--- src/rtl/panel_pkg.sv ---
// Shared definitions for the front-panel command sequencer: command bit
// indices, FSM state encoding, command class masks and arbitration order.
package panel_pkg;

  localparam int NUM_CMDS = 12;

  localparam int CMD_STEP     = 0;
  localparam int CMD_RESET    = 1;
  localparam int CMD_RUNHALT  = 2;
  localparam int CMD_STOREINC = 3;
  localparam int CMD_IRQ      = 4;
  localparam int CMD_DEC      = 5;
  localparam int CMD_LOAD     = 6;
  localparam int CMD_TOA      = 7;
  localparam int CMD_TOSP     = 8;
  localparam int CMD_TOX      = 9;
  localparam int CMD_TOY      = 10;
  localparam int CMD_TOPC     = 11;

  typedef enum logic [1:0] {
    ST_IDLE  = 2'd0,
    ST_ISSUE = 2'd1,
    ST_HOLD  = 2'd2
  } panel_state_e;

  function automatic logic [NUM_CMDS-1:0] cmd_bit(input int idx);
    logic [NUM_CMDS-1:0] v;
    v      = '0;
    v[idx] = 1'b1;
    return v;
  endfunction

  // Commands that take the entry buffer as their operand.
  localparam logic [NUM_CMDS-1:0] CONSUME_MASK =
    cmd_bit(CMD_LOAD) | cmd_bit(CMD_STOREINC) | cmd_bit(CMD_TOA) |
    cmd_bit(CMD_TOSP) | cmd_bit(CMD_TOX) | cmd_bit(CMD_TOY) | cmd_bit(CMD_TOPC);

  // Commands that touch memory and are only legal while the CPU is stopped.
  localparam logic [NUM_CMDS-1:0] MEM_MASK =
    cmd_bit(CMD_LOAD) | cmd_bit(CMD_DEC) | cmd_bit(CMD_STOREINC);

  // Arbitration order, highest priority first.
  localparam int PRIO_ORDER [NUM_CMDS] = '{
    CMD_RESET, CMD_RUNHALT, CMD_STEP, CMD_LOAD, CMD_DEC, CMD_STOREINC,
    CMD_TOA, CMD_TOSP, CMD_TOX, CMD_TOY, CMD_TOPC, CMD_IRQ
  };

endpackage

--- src/rtl/panel_cmd_sequencer_if.sv ---
// Panel-side bundle between debouncer/keypad scanner, the sequencer and the
// CPU control block inputs.
interface panel_cmd_sequencer_if;

  // No back-pressure anywhere: key_valid/key_clear/cmd_pulse/dropped are
  // single-cycle strobes acted on in the cycle they are high; btn and
  // stopped are levels; user_input is a level qualified by input_valid,
  // which is only ever high in a cmd_pulse (or dropped) cycle.
  logic [panel_pkg::NUM_CMDS-1:0] btn;
  logic                           key_valid;
  logic [3:0]                     key_code;
  logic                           key_clear;
  logic                           stopped;
  logic [panel_pkg::NUM_CMDS-1:0] cmd_pulse;
  logic [15:0]                    user_input;
  logic                           input_valid;
  logic [2:0]                     digit_count;
  logic                           busy;
  logic                           dropped;

  modport master (
    output btn, key_valid, key_code, key_clear, stopped,
    input  cmd_pulse, user_input, input_valid, digit_count, busy, dropped
  );

  modport slave (
    input  btn, key_valid, key_code, key_clear, stopped,
    output cmd_pulse, user_input, input_valid, digit_count, busy, dropped
  );

endinterface

--- src/rtl/panel_cmd_sequencer_edge_detect.sv ---
// Registered rising-edge detector for one debounced button level.
module edge_detect (
  input  logic clk,
  input  logic rst_n,
  input  logic level_i,
  output logic rise_o
);

  logic prev_q;
  logic rise_q;

  always_ff @(posedge clk or negedge rst_n) begin
    if (!rst_n) begin
      prev_q <= 1'b0;
      rise_q <= 1'b0;
    end else begin
      prev_q <= level_i;
      rise_q <= level_i & ~prev_q;
    end
  end

  assign rise_o = rise_q;

endmodule

--- src/rtl/panel_cmd_sequencer.sv ---
// Front-panel command scheduler: captures button edges, arbitrates them by
// fixed priority and issues one command pulse at a time with a hold-off gap.
module panel_cmd_sequencer
  import panel_pkg::*;
#(
  parameter int HOLDOFF = 16,
  parameter int HOLD_W  = 5
) (
  input  logic                  clk,
  input  logic                  rst_n,
  panel_cmd_sequencer_if.slave  pif,
  output panel_state_e          state_o
);

  localparam logic [HOLD_W-1:0] HOLD_LOAD = HOLD_W'(HOLDOFF - 1);
  localparam logic [HOLD_W-1:0] HOLD_ONE  = HOLD_W'(1);
  localparam bit                SKIP_HOLD = (HOLDOFF <= 1);

  panel_state_e          state_q, state_d;
  logic [NUM_CMDS-1:0]   pending_q, pending_d;
  logic [3:0]            sel_q, sel_d;
  logic [HOLD_W-1:0]     cnt_q, cnt_d;
  logic [15:0]           buf_q, buf_d;
  logic [2:0]            dig_q, dig_d;

  logic [NUM_CMDS-1:0]   rise;
  logic [NUM_CMDS-1:0]   clr_mask;
  logic [NUM_CMDS-1:0]   pulse;
  logic [NUM_CMDS-1:0]   sel_bit;
  logic [3:0]            prio_sel;
  logic                  ivalid;
  logic                  drop;
  logic                  consume;

  for (genvar g = 0; g < NUM_CMDS; g++) begin : g_edge
    edge_detect u_edge (
      .clk     (clk),
      .rst_n   (rst_n),
      .level_i (pif.btn[g]),
      .rise_o  (rise[g])
    );
  end

  // Walk from lowest to highest priority so the highest pending one wins.
  always_comb begin
    prio_sel = '0;
    for (int i = NUM_CMDS - 1; i >= 0; i--) begin
      if (pending_q[PRIO_ORDER[i]]) prio_sel = 4'(PRIO_ORDER[i]);
    end
  end

  always_comb begin
    state_d  = state_q;
    sel_d    = sel_q;
    cnt_d    = cnt_q;
    clr_mask = '0;
    pulse    = '0;
    ivalid   = 1'b0;
    drop     = 1'b0;
    consume  = 1'b0;
    sel_bit  = cmd_bit(int'(sel_q));
    unique case (state_q)
      ST_IDLE: begin
        if (|pending_q) begin
          sel_d   = prio_sel;
          state_d = ST_ISSUE;
        end
      end
      ST_ISSUE: begin
        clr_mask = sel_bit;
        ivalid   = (dig_q != 3'd0);
        if (MEM_MASK[sel_q] && !pif.stopped) begin
          drop    = 1'b1;
          state_d = ST_IDLE;
        end else begin
          pulse   = sel_bit;
          consume = CONSUME_MASK[sel_q] && ivalid;
          if (SKIP_HOLD) begin
            state_d = ST_IDLE;
          end else begin
            cnt_d   = HOLD_LOAD;
            state_d = ST_HOLD;
          end
        end
      end
      ST_HOLD: begin
        // Leave one cycle early: the IDLE cycle completes the idle gap.
        cnt_d = cnt_q - HOLD_ONE;
        if (cnt_q <= HOLD_ONE) state_d = ST_IDLE;
      end
      default: state_d = ST_IDLE;
    endcase
  end

  // A fresh edge on the command being cleared re-arms it.
  assign pending_d = (pending_q & ~clr_mask) | rise;

  always_comb begin
    buf_d = buf_q;
    dig_d = dig_q;
    if (pif.key_clear) begin
      buf_d = '0;
      dig_d = '0;
    end else if (consume) begin
      if (pif.key_valid) begin
        buf_d = {12'd0, pif.key_code};
        dig_d = 3'd1;
      end else begin
        buf_d = '0;
        dig_d = '0;
      end
    end else if (pif.key_valid) begin
      buf_d = {buf_q[11:0], pif.key_code};
      dig_d = (dig_q == 3'd4) ? 3'd4 : dig_q + 3'd1;
    end
  end

  always_ff @(posedge clk or negedge rst_n) begin
    if (!rst_n) begin
      state_q   <= ST_IDLE;
      pending_q <= '0;
      sel_q     <= '0;
      cnt_q     <= '0;
      buf_q     <= '0;
      dig_q     <= '0;
    end else begin
      state_q   <= state_d;
      pending_q <= pending_d;
      sel_q     <= sel_d;
      cnt_q     <= cnt_d;
      buf_q     <= buf_d;
      dig_q     <= dig_d;
    end
  end

  assign pif.cmd_pulse   = pulse;
  assign pif.dropped     = drop;
  assign pif.input_valid = ivalid;
  assign pif.user_input  = buf_q;
  assign pif.digit_count = dig_q;
  assign pif.busy        = (state_q != ST_IDLE);
  assign state_o         = state_q;

endmodule

--- src/flat_wrapper.sv ---
// flat-port wrapper written by rule: the top's interface ports become plain ports
module panel_cmd_sequencer_flat import panel_pkg::*;
#(
  parameter int HOLDOFF = 16,
  parameter int HOLD_W  = 5
)
  (clk, rst_n, state_o, pif_btn, pif_key_valid, pif_key_code, pif_key_clear, pif_stopped, pif_cmd_pulse, pif_user_input, pif_input_valid, pif_digit_count, pif_busy, pif_dropped);
  panel_cmd_sequencer_if pif_i ();
  input  logic clk;
  input  logic rst_n;
  output panel_state_e state_o;
  input wire logic [$bits(pif_i.btn)-1:0] pif_btn;
  input wire logic [$bits(pif_i.key_valid)-1:0] pif_key_valid;
  input wire logic [$bits(pif_i.key_code)-1:0] pif_key_code;
  input wire logic [$bits(pif_i.key_clear)-1:0] pif_key_clear;
  input wire logic [$bits(pif_i.stopped)-1:0] pif_stopped;
  output wire logic [$bits(pif_i.cmd_pulse)-1:0] pif_cmd_pulse;
  output wire logic [$bits(pif_i.user_input)-1:0] pif_user_input;
  output wire logic [$bits(pif_i.input_valid)-1:0] pif_input_valid;
  output wire logic [$bits(pif_i.digit_count)-1:0] pif_digit_count;
  output wire logic [$bits(pif_i.busy)-1:0] pif_busy;
  output wire logic [$bits(pif_i.dropped)-1:0] pif_dropped;
  assign pif_i.btn = pif_btn;
  assign pif_i.key_valid = pif_key_valid;
  assign pif_i.key_code = pif_key_code;
  assign pif_i.key_clear = pif_key_clear;
  assign pif_i.stopped = pif_stopped;
  assign pif_cmd_pulse = pif_i.cmd_pulse;
  assign pif_user_input = pif_i.user_input;
  assign pif_input_valid = pif_i.input_valid;
  assign pif_digit_count = pif_i.digit_count;
  assign pif_busy = pif_i.busy;
  assign pif_dropped = pif_i.dropped;
  panel_cmd_sequencer #(.HOLDOFF(HOLDOFF), .HOLD_W(HOLD_W)) u_core (.clk(clk), .rst_n(rst_n), .pif(pif_i), .state_o(state_o));
endmodule
--- config.mk ---
export PLATFORM = sky130hd
export DESIGN_NAME = panel_cmd_sequencer_flat
export DESIGN_NICKNAME = d
export VERILOG_FILES = /design/src/rtl/panel_pkg.sv /design/src/rtl/panel_cmd_sequencer_if.sv /design/src/rtl/panel_cmd_sequencer_edge_detect.sv /design/src/rtl/panel_cmd_sequencer.sv /design/src/flat_wrapper.sv
export SDC_FILE = /design/constraint.sdc
export NUM_CORES = 1
export LEC_CHECK = 0
export CAP_MARGIN = 30
export CELL_PAD_IN_SITES_DETAIL_PLACEMENT = 1
export CELL_PAD_IN_SITES_GLOBAL_PLACEMENT = 2
export CORE_UTILIZATION = 35
export CTS_CLUSTER_DIAMETER = 120
export DETAILED_ROUTE_END_ITERATION = 8
export HOLD_SLACK_MARGIN = 0.02
export PLACE_DENSITY_LB_ADDON = 0.1
export SYNTH_ARGS = -nofsm -noshare
export SYNTH_HDL_FRONTEND = slang
export SYNTH_SLANG_ARGS = --single-unit
--- constraint.sdc ---
create_clock -name clk -period 4.3 [get_ports clk]
set_clock_uncertainty 0.15 [all_clocks]
set_input_delay 0.43 -clock clk [delete_from_list [all_inputs] [get_ports clk]]
set_output_delay 0.43 -clock clk [all_outputs]
set_load 0.01 [all_outputs]
# After elaboration in Yosys (flattened, before gate mapping)
# Memories as Yosys holds them, arrays and structs flattened.
# Index checks and enable logic that the tools add are counted.
totals:
  reg_bits: 66
  output_inout_bits: 36
  n_memories: 2
  mem_bits_ro: 32
  in_bits: 21
  elab_cells: 123
memory_table:
  columns: ["memory", "depth", "width", "read_ports", "rd_ports_with_merged_regs", "write_ports", "line", "source"]
  rows:
  - ["(name not given)", 16, 1, 1, 0, 0, "panel_cmd_sequencer.sv:72", "if (MEM_MASK[sel_q] && !pif.stopped) begin"]
  - ["(name not given)", 16, 1, 1, 0, 0, "panel_cmd_sequencer.sv:77", "consume = CONSUME_MASK[sel_q] && ivalid;"]
op_classes:
  n_bitwise: 27
  reduce_logical: 13
  n_mux: 39
  eq_ne: 6
  add_sub_neg: 2
  n_lt_le_gt_ge: 4
ops:
  columns: ["op", "n"]
  rows:
  - ["two-way mux 16 bit", 3]
  - ["two-way mux 4 bit", 12]
  - ["two-way mux 12 bit", 3]
  - ["two-way mux 3 bit", 5]
  - ["AND 1 bit", 12]
  - ["AND 12 bit", 1]
  - ["inverter 1 bit", 12]
  - ["inverter 12 bit", 1]
  - ["OR 12 bit", 1]
  - ["OR reduction 12 bit", 1]
  - ["less-than comparator 4 x 5 -> 1 bit, second input constant", 2]
  - ["case mux 5 bit (2 select lines)", 1]
  - ["two-way mux 1 bit", 9]
  - ["two-way mux 2 bit", 3]
  - ["case mux 2 bit (3 select lines)", 1]
  - ["AND reduction 2 bit", 3]
  - ["nonzero test 3 bit", 2]
  - ["less-or-equal comparator 5 x 1 -> 1 bit, second input constant", 1]
  - ["two-way mux 5 bit", 1]
  - ["subtractor 5 x 1 -> 5 bit, second input constant", 1]
  - ["demux 1 bit (select 4 bit)", 1]
  - [">= comparator 4 x 1 -> 1 bit, second input constant", 1]
  - ["inequality test 2 x 1 -> 1 bit, second input constant", 2]
  - ["nonzero test 2 bit", 2]
  - ["8 further kinds", 10]

# Longest topological paths before layout
logic_depth:
  word_depth: 12
  mapped_depth: 7
  depth_no_buf: 6

# Cells and area by module
# A second synthesis with hierarchy kept.
unflattened:
  cells_unflattened: 233
  hier_area_um2: 2850.2
modules_own_cells:
  columns: ["module", "cells_each", "n_inst", "area_per_inst_um2"]
  rows:
  - ["panel_cmd_sequencer", 197, 1, 2084.5]
  - ["edge_detect", 3, 12, 63.8]

# Worst setup path before layout
# Ideal clock, no wire load.
synth_path:
  path_type: "register -> output"
  from: "reg u_core.sel_q[1]"
  to: "out pif_cmd_pulse[4]"
  n_path_buf: 0
  path_slack_ps: 2359
  t_arrival_ps: 1361
  required_time_ps: 3720
  stages_incl_launch_ff: 7
  path_cell_list: "dfrtp_1 inv_1 ha_1 mux2i_1 or3_1 nand2b_1 nor2_1"
synth_via:
  elab_chain_len: 6
synth_rtl:
  columns: ["element", "line", "source"]
  rows:
  - ["from (decl)", "panel_cmd_sequencer.sv:21", "logic [3:0] sel_q, sel_d;"]
  - ["from (signal assigned)", "panel_cmd_sequencer.sv:129", "sel_q <= sel_d;"]
  - ["less-than comparator 4 x 5 -> 1 bit (implied by the code) / >= comparator 4 x 1 -> 1 bit (equally long branches)", "panel_pkg.sv:29", "v[idx] = 1'b1;"]
  - ["logical AND 1 bit (implied by the code)", "panel_pkg.sv:29", null]
  - ["two-way mux 1 bit (implied by the code)", "panel_pkg.sv:29", null]
  - ["demux 1 bit (select 4 bit)", null, null]
  - ["two-way mux 12 bit *", "panel_cmd_sequencer.sv:72", null]
  - ["two-way mux 12 bit *", "panel_cmd_sequencer.sv:62", "unique case (state_q)"]
  - ["to (decl)", "flat_wrapper.sv:17", "output wire logic [$bits(pif_i.cmd_pulse)-1:0] pif_cmd_pulse;"]
# Mark *: on every way between the ends. The rest lies on a longest branch, timed or not. The select of a mux whose other input is x is not followed.

# Worst setup path in the final report
layout_path:
  from: "reg u_core.sel_q[1]"
  to: "out pif_cmd_pulse[6]"
# The elaborated chain is that of the path after synthesis.

==> results_dict.tcl <==
set metrics [dict create \
    cp_max_fo 5 \
    grt_start_max_net_pins 37 \
    antenna_cells 0 \
    hold_path_class "reg2reg" \
    crit_path_end_kind "output port" \
    antenna_found_initial 0 \
    rrSetupSlack_ps 2270 \
    peakVddDrop_v 0.000159 \
    synth_xor_xnor_area_share_pct 0.628 \
    required_ps 3720 \
    setup_tns_ps 0 \
    area_growth_syn_to_layout_pct 32.3 \
    htreeDepth 3 \
    fmaxAchievable_mhz 336 \
    die_area_sq_um 8330 \
    clk_latency_ps 350 \
    synth_compound_area_share_pct 11.5 \
    synth_cells 252 \
    synth_fp_nets 281 \
    nets 349 \
    yosys.area_share.simple_pct 17.4 \
    ios 57 \
    wl_per_cell_microns 15.2 \
    numCtsBuffers 9 \
    holdWs_ps 239 \
    crit_chain "inv_1, ha_1, mux2i_1, or3_1, nand2b_1, nor2_1, clkdlybuf4s50_1" \
    path_clk_slew_ps 80 \
    via_per_inst 4.73 \
    die-width_microns 91.3 \
    ant_nets 0 \
    die_h_microns 91.3 \
    grt-ovfl-total 0 \
    status "finished, final reports clean" \
    gp_congestion 0.778 \
    dp.final_hpwl_mm 4.54 \
    cpPeakStageDelay_ps 490 \
    r2r-end "u_core.pif.user_input[15]" \
    r2r-start "u_core.sel_q[1]" \
    hold_viol_final 0 \
    cap_violations 0 \
    worstRegToRegCells 7 \
    dr.pass1.iters 5 \
    cts_tree "built" \
    start_util_pct 36.1 \
    min_to "u_core.g_edge[6].u_edge.rise_o" \
    worst-path-buf-inv 2 \
    cts.sinks 66 \
    first_global_vias 2082 \
    worstPathArrival_ps 2400 \
    grt_setup_unrepaired "no" \
    final-max-slew-violation-count 0 \
    cts-resized-gates 0 \
    timing.final.crit_share_pct 69.2 \
    critPathKind "reg2out" \
    drt-initial-drc-count 97 \
    min_period_ps 2980 \
    slew-limit-headroom_pct 54.0 \
    io_buffers 56 \
    yosysWarningCount 0 \
    clockBufferDepth 2 \
    grt_pass1_wl_mm 10.9 \
    seq_area_frac_synth_pct 59.2 \
    worst_slew_pin_slew_ps 690 \
    start_kind "flip-flop" \
    drc 0 \
    synth.distinct_cells 38 \
    critical_path.top_delay_family "simple AND/OR/NAND/NOR gates" \
    synth_area_sq_um 2790 \
    synthMuxAreaShare_pct 5.38 \
    setup_violations 0 \
    num_vias 2020 \
    root_buffer "clkbuf_8" \
    worstHoldStart "u_core.g_edge[6].u_edge.prev_q" \
    slowest_stage "clkdlybuf4s50_1" \
    grt_use_total_pct 17.5 \
    power_density_nw_per_um2 441 \
    syn_area_per_cell_sq_um 11.1 \
    totalWireLength_mm 6.47 \
    ys_ff_latch 66 \
    drive_gt1_share_pct 8.31 \
    synth_top_family_by_area "simple AND/OR/NAND/NOR gates" \
    core_area_sq_um 7730 \
    fp-row-count 32 \
    min_path_cells 1 \
    synthAdderAreaFrac_pct 3.59 \
    p_leak_nw 1.55 \
]
[registers in the layout (all words and copies together) (netlist names)]
register,flops
u_core.pif.user_input,16
u_core.pif.digit_count,3
u_core.g_edge.u_edge.prev_q,12
u_core.sel_q,4
u_core.pending_q,12
u_core.state_o,2
u_core.g_edge.u_edge.rise_o,12
u_core.cnt_q,5
[Yosys cell counts (all sizes together)]
cell	instances	share of area, %
a211oi	1	0.27
a21boi	1	0.27
a21o	4	1.1
a21oi	9	1.6
a221o	1	0.36
a221oi	1	0.31
a311o	1	0.40
a31o	1	0.31
buf	2	0.36
clkbuf	2	0.27
dfrtp	66	59
ha	8	3.6
inv	13	1.7
mux2i	15	5.4
nand2	21	2.8
nand2b	14	3.1
nand3	4	0.72
nor2	33	4.4
nor2b	15	3.4
nor3	3	0.54
nor3b	1	0.27
nor4	3	0.67
o2111a	1	0.40
o211ai	5	1.3
o21a	1	0.27
o21ai	13	2.5
o21bai	1	0.27
o31ai	3	0.81
o41ai	2	1.3
or3	2	0.45
or4	3	0.94
xnor2	1	0.31
xor2	1	0.31
[layout make-up]
type	count	area [sq um]
clock buffer	9	124
clock inverter	7	53.8
fill	847	4040
inverter	13	48.8
multi-input combinational	169	1070
sequential	66	1650
tap	102	128
timing repair buffer	61	613
[worst max-delay path by stage]
| stage | start | cells past startpoint | end |
|---|---|---|---|
| 2_1_floorplan | u_core.sel_q[1] | 6 | pif_cmd_pulse[4] |
| 3_3_place_gp | pif_stopped | 5 | u_core.pif.user_input[14] |
| 3_5_place_dp | pif_stopped | 5 | pif_cmd_pulse[6] |
| 4_1_cts | u_core.sel_q[1] | 7 | pif_cmd_pulse[6] |
| 5_1_grt | u_core.sel_q[0] | 7 | pif_cmd_pulse[6] |
| 6_report | u_core.sel_q[1] | 7 | pif_cmd_pulse[6] |
[kinds of logic after synthesis]
group                    count (synthesis)
AND/OR/NAND/NOR                         99
AO/OA/AOI/OAI                           45
adder cells (fa/ha/maj)                  8
XOR/XNOR                                 2
flip-flops                              66
multiplexers                            15
buffers and inverters                   17
[worst reg2reg max path, cell delays in order, from the launching register on]
cell	delay (ps)
dfrtp_1	420
inv_1	80
ha_1	300
nand2b_1	60
a21oi_1	460
o21ai_1	160
buf_4	220
nor2_1	120
[report_power, final]
part           total [mW]  internal [mW]  leakage (nW)  switching (mW)
clock network       0.472          0.213        0.0822           0.260
registers           0.753          0.688         0.797          0.0657
logic               0.400          0.190         0.672           0.210
total                1.63           1.09          1.55           0.536
[through the flow]
step           cells  worst slack [ps]  util, %  cell area [sq um]  power (mW)
2_1_floorplan    252              2360        -               2790       0.991
3_3_place_gp     408              1600     44.9               3470        1.17
3_5_place_dp     409              1610     45.0               3480        1.17
4_1_cts          426              1300     47.4               3670        1.66
5_1_grt          427              1200     47.8               3690        1.74
6_report         427              1320     47.8               3690        1.63
[placed cells by master (no fill, tap or decap), types with 4 or more instances in the layout]
master,instances
a21o_1,4
a21oi_1,9
clkbuf_8,9
clkdlybuf4s50_1,55
dfrtp_1,66
ha_1,8
inv_1,12
mux2i_1,15
nand2_1,21
nand2b_1,14
nand3_1,4
nor2_1,33
nor2b_1,15
o211ai_1,5
o21ai_0,11
[what timing repair did]
item | in CTS | in global routing
endpoints found under the hold margin | 30 | 0
hold buffers | 1 | 0
buffers inserted | 0 | 0
[layer usage]
layer / track usage, % / share of wire, % / vias up
met3: 5.70 / 4.3 / 7
met2: 25.8 / 44 / 38
met4: 5.95 / 1.2 / 0
li1: - / - / 997
met1: 24.0 / 50 / 978
met5: 0 / 0 / -
No activity file was read; power rests on OpenSTA's default activity.
